===== src/rtl/sc_proc_fetch.sv =====
// Instruction fetch unit: holds the PC, requests words from instruction memory,
// presents them to the datapath and computes the next PC when the instruction retires.
module sc_proc_fetch #(
  parameter logic [31:0] RESET_PC    = 32'h0000_0040,
  parameter int unsigned ACK_TIMEOUT = 16
) (
  input  logic        clk,
  input  logic        reset,
  output logic [31:0] imemAddr,
  output logic        imemReq,
  input  logic        imemAck,
  input  logic [31:0] imemData,
  output logic [31:0] iword,
  output logic        iwordValid,
  input  logic        instrDone,
  input  logic [1:0]  PCSel,
  input  logic [15:0] imm,
  input  logic [31:0] regOut0,
  output logic [31:0] pcPlus4,
  output logic        fault,
  output logic [1:0]  state
);

  // Handshakes: imemReq stays high with imemAddr stable until a cycle with imemAck;
  // iwordValid stays high with iword/pcPlus4 stable until a cycle with instrDone.
  // Either input is ignored outside the state that waits for it.
  typedef enum logic [1:0] {
    S_IDLE  = 2'd0,
    S_REQ   = 2'd1,
    S_ISSUE = 2'd2,
    S_HALT  = 2'd3
  } state_t;

  localparam int unsigned     CW       = $clog2(ACK_TIMEOUT + 1);
  localparam logic [CW-1:0]   CNT_LAST = CW'(ACK_TIMEOUT - 1);

  state_t        r_state;
  logic [31:0]   r_pc;
  logic [31:0]   r_iword;
  logic          r_req;
  logic          r_valid;
  logic          r_fault;
  logic [CW-1:0] r_cnt;

  logic [31:0]   w_off;
  logic [31:0]   w_pc_plus4;
  logic [31:0]   w_next_pc;
  logic          w_bad_next;

  // Word offset is the sign-extended immediate scaled by 4.
  always_comb begin
    w_off      = {{14{imm[15]}}, imm, 2'b00};
    w_pc_plus4 = r_pc + 32'd4;
    case (PCSel)
      2'b01:   w_next_pc = w_pc_plus4 + w_off;
      2'b10:   w_next_pc = regOut0 + w_off;
      default: w_next_pc = w_pc_plus4;
    endcase
    w_bad_next = (PCSel == 2'b11) || (w_next_pc[1:0] != 2'b00);
  end

  always_ff @(posedge clk or posedge reset) begin
    if (reset) begin
      r_state <= S_IDLE;
      r_pc    <= RESET_PC;
      r_iword <= 32'd0;
      r_req   <= 1'b0;
      r_valid <= 1'b0;
      r_fault <= 1'b0;
      r_cnt   <= '0;
    end else begin
      case (r_state)
        S_IDLE: begin
          r_state <= S_REQ;
          r_req   <= 1'b1;
          r_cnt   <= '0;
        end
        S_REQ: begin
          if (imemAck) begin
            r_iword <= imemData;
            r_state <= S_ISSUE;
            r_req   <= 1'b0;
            r_valid <= 1'b1;
          end else if (r_cnt == CNT_LAST) begin
            r_fault <= 1'b1;
            r_state <= S_HALT;
            r_req   <= 1'b0;
          end else begin
            r_cnt <= r_cnt + CW'(1);
          end
        end
        S_ISSUE: begin
          if (instrDone) begin
            r_valid <= 1'b0;
            if (w_bad_next) begin
              r_fault <= 1'b1;
              r_state <= S_HALT;
            end else begin
              r_pc    <= w_next_pc;
              r_state <= S_REQ;
              r_req   <= 1'b1;
              r_cnt   <= '0;
            end
          end
        end
        default: begin
          r_req   <= 1'b0;
          r_valid <= 1'b0;
        end
      endcase
    end
  end

  assign imemAddr   = r_pc;
  assign imemReq    = r_req;
  assign iword      = r_iword;
  assign iwordValid = r_valid;
  assign pcPlus4    = w_pc_plus4;
  assign fault      = r_fault;
  assign state      = r_state;

endmodule


===== config.mk =====
export PLATFORM = sky130hd
export DESIGN_NAME = sc_proc_fetch
export DESIGN_NICKNAME = d
export VERILOG_FILES = /design/src/rtl/sc_proc_fetch.sv
export SDC_FILE = /design/constraint.sdc
export NUM_CORES = 1
export LEC_CHECK = 0
export BUFFER_PORTS_ARGS = -buffer_cell sky130_fd_sc_hd__buf_2
export CELL_PAD_IN_SITES_DETAIL_PLACEMENT = 2
export CELL_PAD_IN_SITES_GLOBAL_PLACEMENT = 2
export CORE_ASPECT_RATIO = 1.2
export CORE_MARGIN = 3
export CORE_UTILIZATION = 30
export CTS_CLUSTER_DIAMETER = 30
export DETAILED_ROUTE_END_ITERATION = 16
export PLACE_DENSITY_LB_ADDON = 0.2
export SLEW_MARGIN = 20
export SYNTH_ARGS = -nofsm -noshare
export SYNTH_HDL_FRONTEND = slang
export SYNTH_SLANG_ARGS = --single-unit

===== constraint.sdc =====
create_clock -name clk -period 7.7 [get_ports clk]
set_input_delay 0.77 -clock clk [delete_from_list [all_inputs] [get_ports clk]]
set_output_delay 0.77 -clock clk [all_outputs]
set_load 0.02 [all_outputs]

==> results of run 1 <==
-- cell usage after synthesis (all sizes together), types with 15 or more instances --
cell | n | area (um2)
nor2 | 49 | 184
mux2 | 64 | 721
clkbuf | 18 | 67.6
ha | 46 | 576
inv | 21 | 78.8
dfrtp | 73 | 1830
nand2 | 56 | 210
xnor2 | 37 | 332
nand3 | 26 | 135
a21oi | 44 | 220
nor3 | 15 | 75.1
o21ai | 45 | 225
-- cell families after synthesis --
kind of cell / Yosys count / synth area share [%]
adder cells (fa/ha/maj): 47 / 10.1
flip-flops: 74 / 31.4
multiplexers: 68 / 12.9
buffers and inverters: 52 / 3.71
AO/OA/AOI/OAI: 163 / 17.6
AND/OR/NAND/NOR: 198 / 16.6
XOR/XNOR: 50 / 7.67
-- worst max-delay path, cell delays in order, from the launching register on --
cell	delay, ns
dfstp_2	0.56
and3_1	0.31
and3_1	0.29
nand3_1	0.22
nor2_1	0.27
nand2_1	0.17
xnor2_1	0.17
mux2_2	0.27
ha_1	0.39
and2_1	0.24
a221o_1	0.30
a41oi_1	0.33
a2bb2oi_1	0.21
o31a_1	0.24
mux2i_1	0.10
o21ai_0	0.21
o311ai_1	0.12
-- cell type report --
type | count | area [um2] | share of cell area (%)
Clock buffer | 9 | 225 | 3.04
Clock inverter | 7 | 124 | 1.67
Inverter | 22 | 82.6 | 1.12
Multi-Input combinational cell | 526 | 3830 | 51.7
Sequential cell | 74 | 1850 | 25.0
Tap cell | 256 | 320 | 4.33
Timing Repair Buffer | 191 | 968 | 13.1
-- power breakdown --
group | switching [W] | leakage (nW) | internal, W
Clock | 0.000179 | 0.167 | 0.000320
Sequential | 0.000192 | 0.897 | 0.000559
Combinational | 0.00107 | 2.41 | 0.000689
Total | 0.00144 | 3.47 | 0.00157
-- routing by layer --
| metal | GRT usage, % | wire (um) |
|---|---|---|
| met1 | 24.6 | 9650 |
| met2 | 38.9 | 11900 |
| met3 | 3.15 | 870 |
| met4 | 6.53 | 543 |
| met5 | 0 | 0 |
-- through the flow --
stage	instances	hold slack, ns	utilization [%]
after floorplan	652	0.508	-
after global placement	1069	0.453	37.0
after detailed placement	1069	0.460	37.0
after CTS	1085	0.467	38.9
after global routing	1085	0.488	38.9
final	1085	0.463	38.9
-- worst max path at each step --
stage               slack [ns]  depth (start not counted)        start            to
floorplan                 3.47                         17     PCSel[0]  imemAddr[20]
global placement          3.06                         15     PCSel[0]  imemAddr[20]
detailed placement        2.96                         15     PCSel[0]  imemAddr[20]
CTS                       3.15                         16  imemAddr[6]  imemAddr[30]
global route              2.86                         16  imemAddr[4]  imemAddr[30]
finish                    3.13                         16  imemAddr[6]  imemAddr[30]
-- registers in the layout, summed over array words and instances, names as in the netlist --
| signal | flops |
|---|---|
| state | 2 |
| r_cnt | 5 |
| iwordValid | 1 |
| fault | 1 |
| imemReq | 1 |
| iword | 32 |
| imemAddr | 32 |
==> results.py, run 1 <==
metrics = {
    "run_status": {
        "status": "complete, no violations",
    },
    "die": {
        "dieArea_um2": 21400,
        "fp.dieH_um": 160,
        "start_util_pct": 31.0,
        "io-pin-count": 187,
        "rows": 55,
        "die_w_um": 134,
        "core_um2": 19100,
    },
    "timing": {
        "hold_viol_final": 0,
        "finClkSkew_ns": 0.0131,
        "tightest_slew_ns": 0.978,
        "timing.setup.tns_ns": 0,
        "post-route-period-util_pct": 59.4,
        "setup_viol": 0,
        "final-max-slew-violation-count": 0,
        "setup_ws_ns": 3.13,
        "maxSlewHeadroom_pct": 34.8,
        "rsz0062_at_grt": "false",
        "fin_crit_ns": 4.57,
        "fmax_ghz": 0.219,
    },
    "hold_path": {
        "min_path_cells": 1,
        "holdCritPathClass": "reg -> reg",
        "hold-path-endpoint": "fault",
        "min_from": "fault",
    },
    "clocking": {
        "path_clk_slew_ns": 0.07,
        "cts_buffer_depth": 2,
        "cts_setup_buffers": 0,
        "ctsResizeCount": 0,
        "postCtsHoldBufs": 0,
        "clkLatencyLatePin_ns": 0.34,
        "h-tree-depth": 3,
        "cts_buffers": 9,
        "root_buffer": "clkbuf_16",
        "cts_tree": "yes",
        "cts_sinks": 74,
    },
    "power": {
        "vdd_drop_max_mv": 0.118,
        "power_leakage_nw": 3.47,
        "power.total_w": 0.00301,
        "powerDensity_nw_per_um2": 406,
    },
    "synth": {
        "avgSynthCellArea_um2": 9.05,
        "synth_edf_count": 0,
        "synthFlopType": "dfrtp_1",
        "synth_cells": 652,
        "ys_ff_latch": 74,
        "synth_cell_types": 62,
        "synth_nets": 785,
        "ys_seq_area_share_pct": 31.4,
        "yosysWarnings": 0,
        "ys_async_sr_fraction_pct": 100,
        "synth_area_um2": 5900,
    },
    "grt": {
        "gr-total-overflow": 0,
        "track_usage_pct": 20.9,
        "grt_pass1_vias": 6562,
        "grt_max_degree": 44,
        "grt_pass1_wl_mm": 36.3,
        "antenna_found_initial": 0,
    },
    "placement": {
        "placed_cell_area_um2": 7060,
        "gp_congestion": 0.827,
        "dp_slack_ns": 2.96,
        "place_hpwl_mm": 18.1,
        "io_buffers": 186,
    },
    "setup_path": {
        "start_kind": "flip-flop",
        "reg2reg_from": "imemAddr[6]",
        "cp-end-kind": "flip-flop",
        "reg2reg_depth": 16,
        "r2r_end": "imemAddr[30]",
        "ff2ff_setup_slack_ns": 3.13,
        "cp_max_fo": 9,
        "cp.arrival_ns": 4.77,
        "required_ns": 7.90,
        "worstSetupPathType": "reg -> reg",
    },
    "finish": {
        "nets": 957,
        "area_growth_syn_to_layout_pct": 25.5,
        "layout_common_cells": "186 x buf_2, 73 x dfrtp_1, 64 x mux2_2",
        "drive_gt1_share_pct": 34.4,
        "final_common_cell": "buf_2",
        "diodes": 0,
        "fillers": 2203,
        "stdcell_area_um2": 7410,
    },
    "drt": {
        "routed_wl_mm": 23.0,
        "routedWlPerCell_um": 21.2,
        "dr_total_vias": 5817,
        "drt_iter0_drc": 180,
        "ant_nets": 0,
        "drtPass1Iterations": 5,
        "drc_errors": 0,
        "viasPerCell": 5.36,
    },
    "run": {
        "cap_violations": 0,
    },
}
No activity file was read; power rests on OpenSTA's default activity.
==> inputs of run 2 (changes only) <==
--- a/config.mk
+++ b/config.mk
@@ -10,7 +10,7 @@
 export CELL_PAD_IN_SITES_GLOBAL_PLACEMENT = 2
 export CORE_ASPECT_RATIO = 1.2
 export CORE_MARGIN = 3
-export CORE_UTILIZATION = 30
+export CORE_UTILIZATION = 27
 export CTS_CLUSTER_DIAMETER = 30
 export DETAILED_ROUTE_END_ITERATION = 16
 export PLACE_DENSITY_LB_ADDON = 0.2
==> constraint.sdc (replaced) <==
create_clock -name clk -period 3.8 [get_ports clk]
set_input_delay 0.38 -clock clk [delete_from_list [all_inputs] [get_ports clk]]
set_output_delay 0.38 -clock clk [all_outputs]
set_load 0.02 [all_outputs]
==> results.py, run 2 (synthesis gave the netlist of run 1 again) <==
metrics = {
    "finish": {
        "final_common_cell": "buf_2",
        "layout_common_cells": "187 x buf_2, 83 x buf_4, 73 x dfrtp_1",
        "area_growth_syn_to_layout_pct": 40.7,
        "diodes": 0,
        "stdcell_count": 1179,
        "fin_util_pct": 39.2,
        "multi_input_area_um2": 4130,
        "nets": 1037,
        "drive_gt1_share_pct": 45.3,
        "stdcell_area_um2": 8310,
        "fillers": 2460,
        "ff_latch_area_um2": 1850,
    },
    "placement": {
        "io_buffers": 186,
        "dp_cells": 1153,
        "place_hpwl_mm": 19.4,
        "placed_cell_area_um2": 7650,
        "gp_congestion": 0.876,
        "dp_slack_ns": -0.112,
    },
    "clocking": {
        "postCtsHoldBufs": 0,
        "clkLatencyLatePin_ns": 0.34,
        "h-tree-depth": 3,
        "root_buffer": "clkbuf_16",
        "path_clk_slew_ns": 0.07,
        "cts_buffers": 9,
        "cts_sinks": 74,
        "cts_buffer_depth": 2,
        "cts_tree": "yes",
    },
    "die": {
        "dieArea_um2": 23700,
        "die_w_um": 141,
        "core_um2": 21200,
        "fp.dieH_um": 168,
        "start_util_pct": 27.9,
        "io-pin-count": 187,
        "rows": 58,
    },
    "drt": {
        "dr_total_vias": 6102,
        "routedWlPerCell_um": 20.6,
        "routed_wl_mm": 24.3,
        "viasPerCell": 5.18,
        "drtPass1Iterations": 4,
        "drt_iter0_drc": 174,
        "ant_nets": 0,
        "drc_errors": 0,
    },
    "power": {
        "powerDensity_nw_per_um2": 797,
        "vdd_drop_max_mv": 0.288,
        "power_leakage_nw": 3.92,
    },
    "grt": {
        "grt_pass1_vias": 6812,
        "gr-total-overflow": 0,
        "track_usage_pct": 20.0,
        "grt_pass1_wl_mm": 38.0,
        "antenna_found_initial": 0,
        "grt_max_degree": 57,
    },
    "setup_path": {
        "cp_max_fo": 5,
        "worstSetupPathType": "reg -> reg",
        "cp.arrival_ns": 3.99,
        "required_ns": 4.07,
        "start_kind": "flip-flop",
        "cp-end-kind": "flip-flop",
    },
    "timing": {
        "setup_viol": 0,
        "timing.setup.tns_ns": 0,
        "fmax_ghz": 0.269,
        "fin_crit_ns": 3.72,
        "finClkSkew_ns": 0.0123,
        "hold_viol_final": 0,
        "rsz0062_at_grt": "true",
        "post-route-period-util_pct": 97.9,
        "final-max-slew-violation-count": 0,
        "tightest_slew_ns": 0.702,
        "maxSlewHeadroom_pct": 53.2,
        "setup_ws_ns": 0.0813,
    },
    "run": {
        "cap_violations": 0,
    },
    "run_status": {
        "status": "complete, no violations",
    },
    "hold_path": {
        "holdCritPathClass": "in -> async",
    },
}
[run 2: report_power, final]
part           switching [W]  leakage (nW)  internal, W
logic                0.00247          2.87      0.00181
registers           0.000283         0.897      0.00113
clock network       0.000356         0.152     0.000580
total                0.00310          3.92      0.00352
[run 2: cell type report]
type	count	area share, %
well taps	270	4.07
clock buffers	9	2.71
inverters	22	1.02
clock inverters	7	1.22
multi-input cells	526	49.7
flip-flops and latches	74	22.3
repair buffers	271	19.0
[run 2: path summary, 6_finish.rpt]
check	slack, ns	to	from	cells after the start
hold / removal	0.18	iword[18]	reset	2
setup / recovery	0.08	imemAddr[29]	imemAddr[6]	17
hold reg to reg	0.49	fault	fault	1
max in group asynchronous	2.83	imemAddr[17]	reset	3
setup reg to reg	0.08	imemAddr[29]	imemAddr[6]	17
min in group clk	0.28	iword[14]	imemData[14]	2
[run 2: metal layers]
metal	part of all wire, %	vias up	GRT usage [%]
li1	-	2871	-
met1	41	3055	23.8
met2	53	151	37.8
met3	3.5	25	2.30
met4	1.8	0	4.89
met5	0	-	0
[run 2: worst max-delay path, cell delays in order, from the launching register on]
cell     delay [ns]
dfstp_2        0.54
and3_4         0.20
and3_4         0.23
nand3_2        0.10
nor2_2         0.13
buf_4          0.12
nand2_2        0.09
xnor2_4        0.16
mux2_2         0.28
ha_4           0.29
and2_4         0.16
nand4_1        0.18
o21ai_2        0.22
a21oi_2        0.05
buf_4          0.15
o21a_4         0.20
or4_4          0.48
nand3_2        0.09
[run 2: through the flow]
stage	hold WS, ns	power, W
detailed placement	0.480	0.00552
global placement	0.461	0.00535
CTS	0.190	0.00656
global route	0.237	0.00711
floorplan	0.508	0.00390
finish	0.177	0.00662
[run 2: what timing repair did]
item                       CTS  global route
pin swaps                    5            17
resized for setup           18            37
buffers inserted             1             9
setup endpoints to repair    5            10
==> inputs of run 3 (changes only) <==
--- a/config.mk
+++ b/config.mk
@@ -10,7 +10,8 @@
 export CELL_PAD_IN_SITES_GLOBAL_PLACEMENT = 2
 export CORE_ASPECT_RATIO = 1.2
 export CORE_MARGIN = 3
-export CORE_UTILIZATION = 27
+export CORE_UTILIZATION = 28
+export CTS_BUF_LIST = sky130_fd_sc_hd__clkbuf_8
 export CTS_CLUSTER_DIAMETER = 30
 export DETAILED_ROUTE_END_ITERATION = 16
 export PLACE_DENSITY_LB_ADDON = 0.2
==> results.py, run 3 (synthesis gave the netlist of run 1 again) <==
metrics = {
    "setup_path": {
        "crit_path_top_delay_cell": "dfstp_2",
        "slowest_delay_ns": 0.54,
        "reg2reg_depth": 17,
        "crit_chain": "and3_4 > buf_6 > nand4_4 > buf_8 > nand2b_1 > xnor2_2 > mux2_4 > ha_4 > nand2_4 > nor2_4 > nand4_1 > o21ai_1 > a21oi_1 > buf_4 > o21a_4 > or4_1 > nand3_1",
        "cp.arrival_ns": 3.97,
        "r2r_end": "imemAddr[29]",
        "crit_buf_inv": 3,
        "required_ns": 4.10,
        "cpLargestDelayFamily": "simple AND/OR/NAND/NOR gates",
        "ff2ff_setup_slack_ns": 0.13,
        "cp_max_fo": 8,
        "worstSetupPathType": "reg -> reg",
        "cp-end-kind": "flip-flop",
        "reg2reg_from": "imemAddr[6]",
        "start_kind": "flip-flop",
    },
    "power": {
        "power_leakage_nw": 3.83,
        "powerDensity_nw_per_um2": 775,
        "vdd_drop_max_mv": 0.265,
        "power.total_w": 0.00638,
    },
    "clocking": {
        "clkLatencyLatePin_ns": 0.35,
        "path_clk_slew_ns": 0.09,
        "root_buffer": "clkbuf_8",
        "cts_buffer_depth": 2,
        "cts_buffers": 9,
        "cts_tree": "yes",
        "h-tree-depth": 3,
        "cts_sinks": 74,
        "postCtsHoldBufs": 0,
    },
    "finish": {
        "final_common_cell": "buf_2",
        "fillers": 2285,
        "diodes": 0,
        "stdcell_count": 1167,
        "area_growth_syn_to_layout_pct": 39.4,
        "layout_common_cells": "186 x buf_2, 75 x buf_4, 72 x dfrtp_1",
        "drive_gt1_share_pct": 45.2,
        "nets": 1030,
    },
    "timing": {
        "finalHoldWorstSlack_ns": 0.139,
        "hold_viol_final": 0,
        "tightest_slew_ns": 0.954,
        "timing.setup.tns_ns": 0,
        "setup_viol": 0,
        "fin_crit_ns": 3.67,
        "finClkSkew_ns": 0.0116,
        "post-route-period-util_pct": 96.5,
        "maxSlewHeadroom_pct": 35.7,
        "fmax_ghz": 0.273,
        "final-max-slew-violation-count": 0,
        "rsz0062_at_grt": "true",
    },
    "run_status": {
        "status": "complete, no violations",
    },
    "run": {
        "cap_violations": 0,
    },
    "drt": {
        "dr_total_vias": 6103,
        "routed_wl_mm": 24.6,
        "viasPerCell": 5.23,
        "drt_iter0_drc": 184,
        "ant_nets": 0,
        "drc_errors": 0,
        "routedWlPerCell_um": 21.1,
        "drtPass1Iterations": 5,
    },
    "grt": {
        "gr-total-overflow": 0,
        "track_usage_pct": 20.8,
        "globalRouteMet3Util_pct": 2.90,
        "grt_pass1_vias": 6781,
        "top_usage_layer": "met2",
        "grt_max_degree": 34,
        "grt_pass1_wl_mm": 38.2,
        "use_met1_pct": 24.9,
        "antenna_found_initial": 0,
        "use_met2_pct": 38.9,
    },
    "die": {
        "die_w_um": 139,
        "start_util_pct": 28.8,
        "dieArea_um2": 22900,
        "fp.dieH_um": 165,
        "core_um2": 20500,
        "rows": 57,
        "io-pin-count": 187,
    },
    "placement": {
        "dp_cells": 1144,
        "gp_congestion": 0.871,
        "io_buffers": 186,
        "place_hpwl_mm": 19.4,
    },
    "hold_path": {
        "holdCritPathClass": "in -> async",
    },
}
-- run 3: layout make-up --
class,count,area [um2],area share [%]
multi-input combinational,526,4220,51.3
sequential,74,1850,22.5
timing repair buffer,264,1530,18.6
tap,265,332,4.03
clock buffer,11,151,1.84
inverter,22,82.6,1.00
clock inverter,5,53.8,0.654
-- run 3: metal layers --
metal  routed length, um  up-vias
li1                    -     2852
met1               10200     3072
met2               13100      148
met3                 869       31
met4                 478        0
met5                   0        -
-- run 3: power breakdown --
part	total, W	switching, W	internal [W]
Sequential	0.00144	0.000311	0.00113
Clock	0.000657	0.000321	0.000336
Combinational	0.00428	0.00247	0.00181
Total	0.00638	0.00310	0.00327
-- run 3: stage by stage --
step                setup WS [ns]  instance area (um2)  util [%]
global placement           0.0423                 7610      37.2
CTS                        0.0122                 7840      38.3
floorplan                 -0.0381                 5950         -
global route              -0.0517                 8230      40.2
detailed placement        -0.0745                 7610      37.2
finish                      0.134                 8230      40.2
-- run 3: timing repair --
item | 4_1_cts | 5_1_grt
setup endpoints to repair | 4 | 14
pin swaps | 3 | 22
setup buffers | 1 | 6
gates resized for setup | 7 | 58
-- run 3: worst max-delay path by stage --
stage                     slack, ns  depth (start not counted)            to   startpoint
after floorplan               -0.04                         18  imemAddr[30]  imemAddr[6]
after global placement         0.04                         16  imemAddr[30]  imemAddr[6]
after detailed placement      -0.07                         16  imemAddr[30]  imemAddr[6]
after CTS                      0.01                         16  imemAddr[29]  imemAddr[6]
after global routing          -0.05                         16  imemAddr[30]  imemAddr[6]
final                          0.13                         17  imemAddr[29]  imemAddr[6]
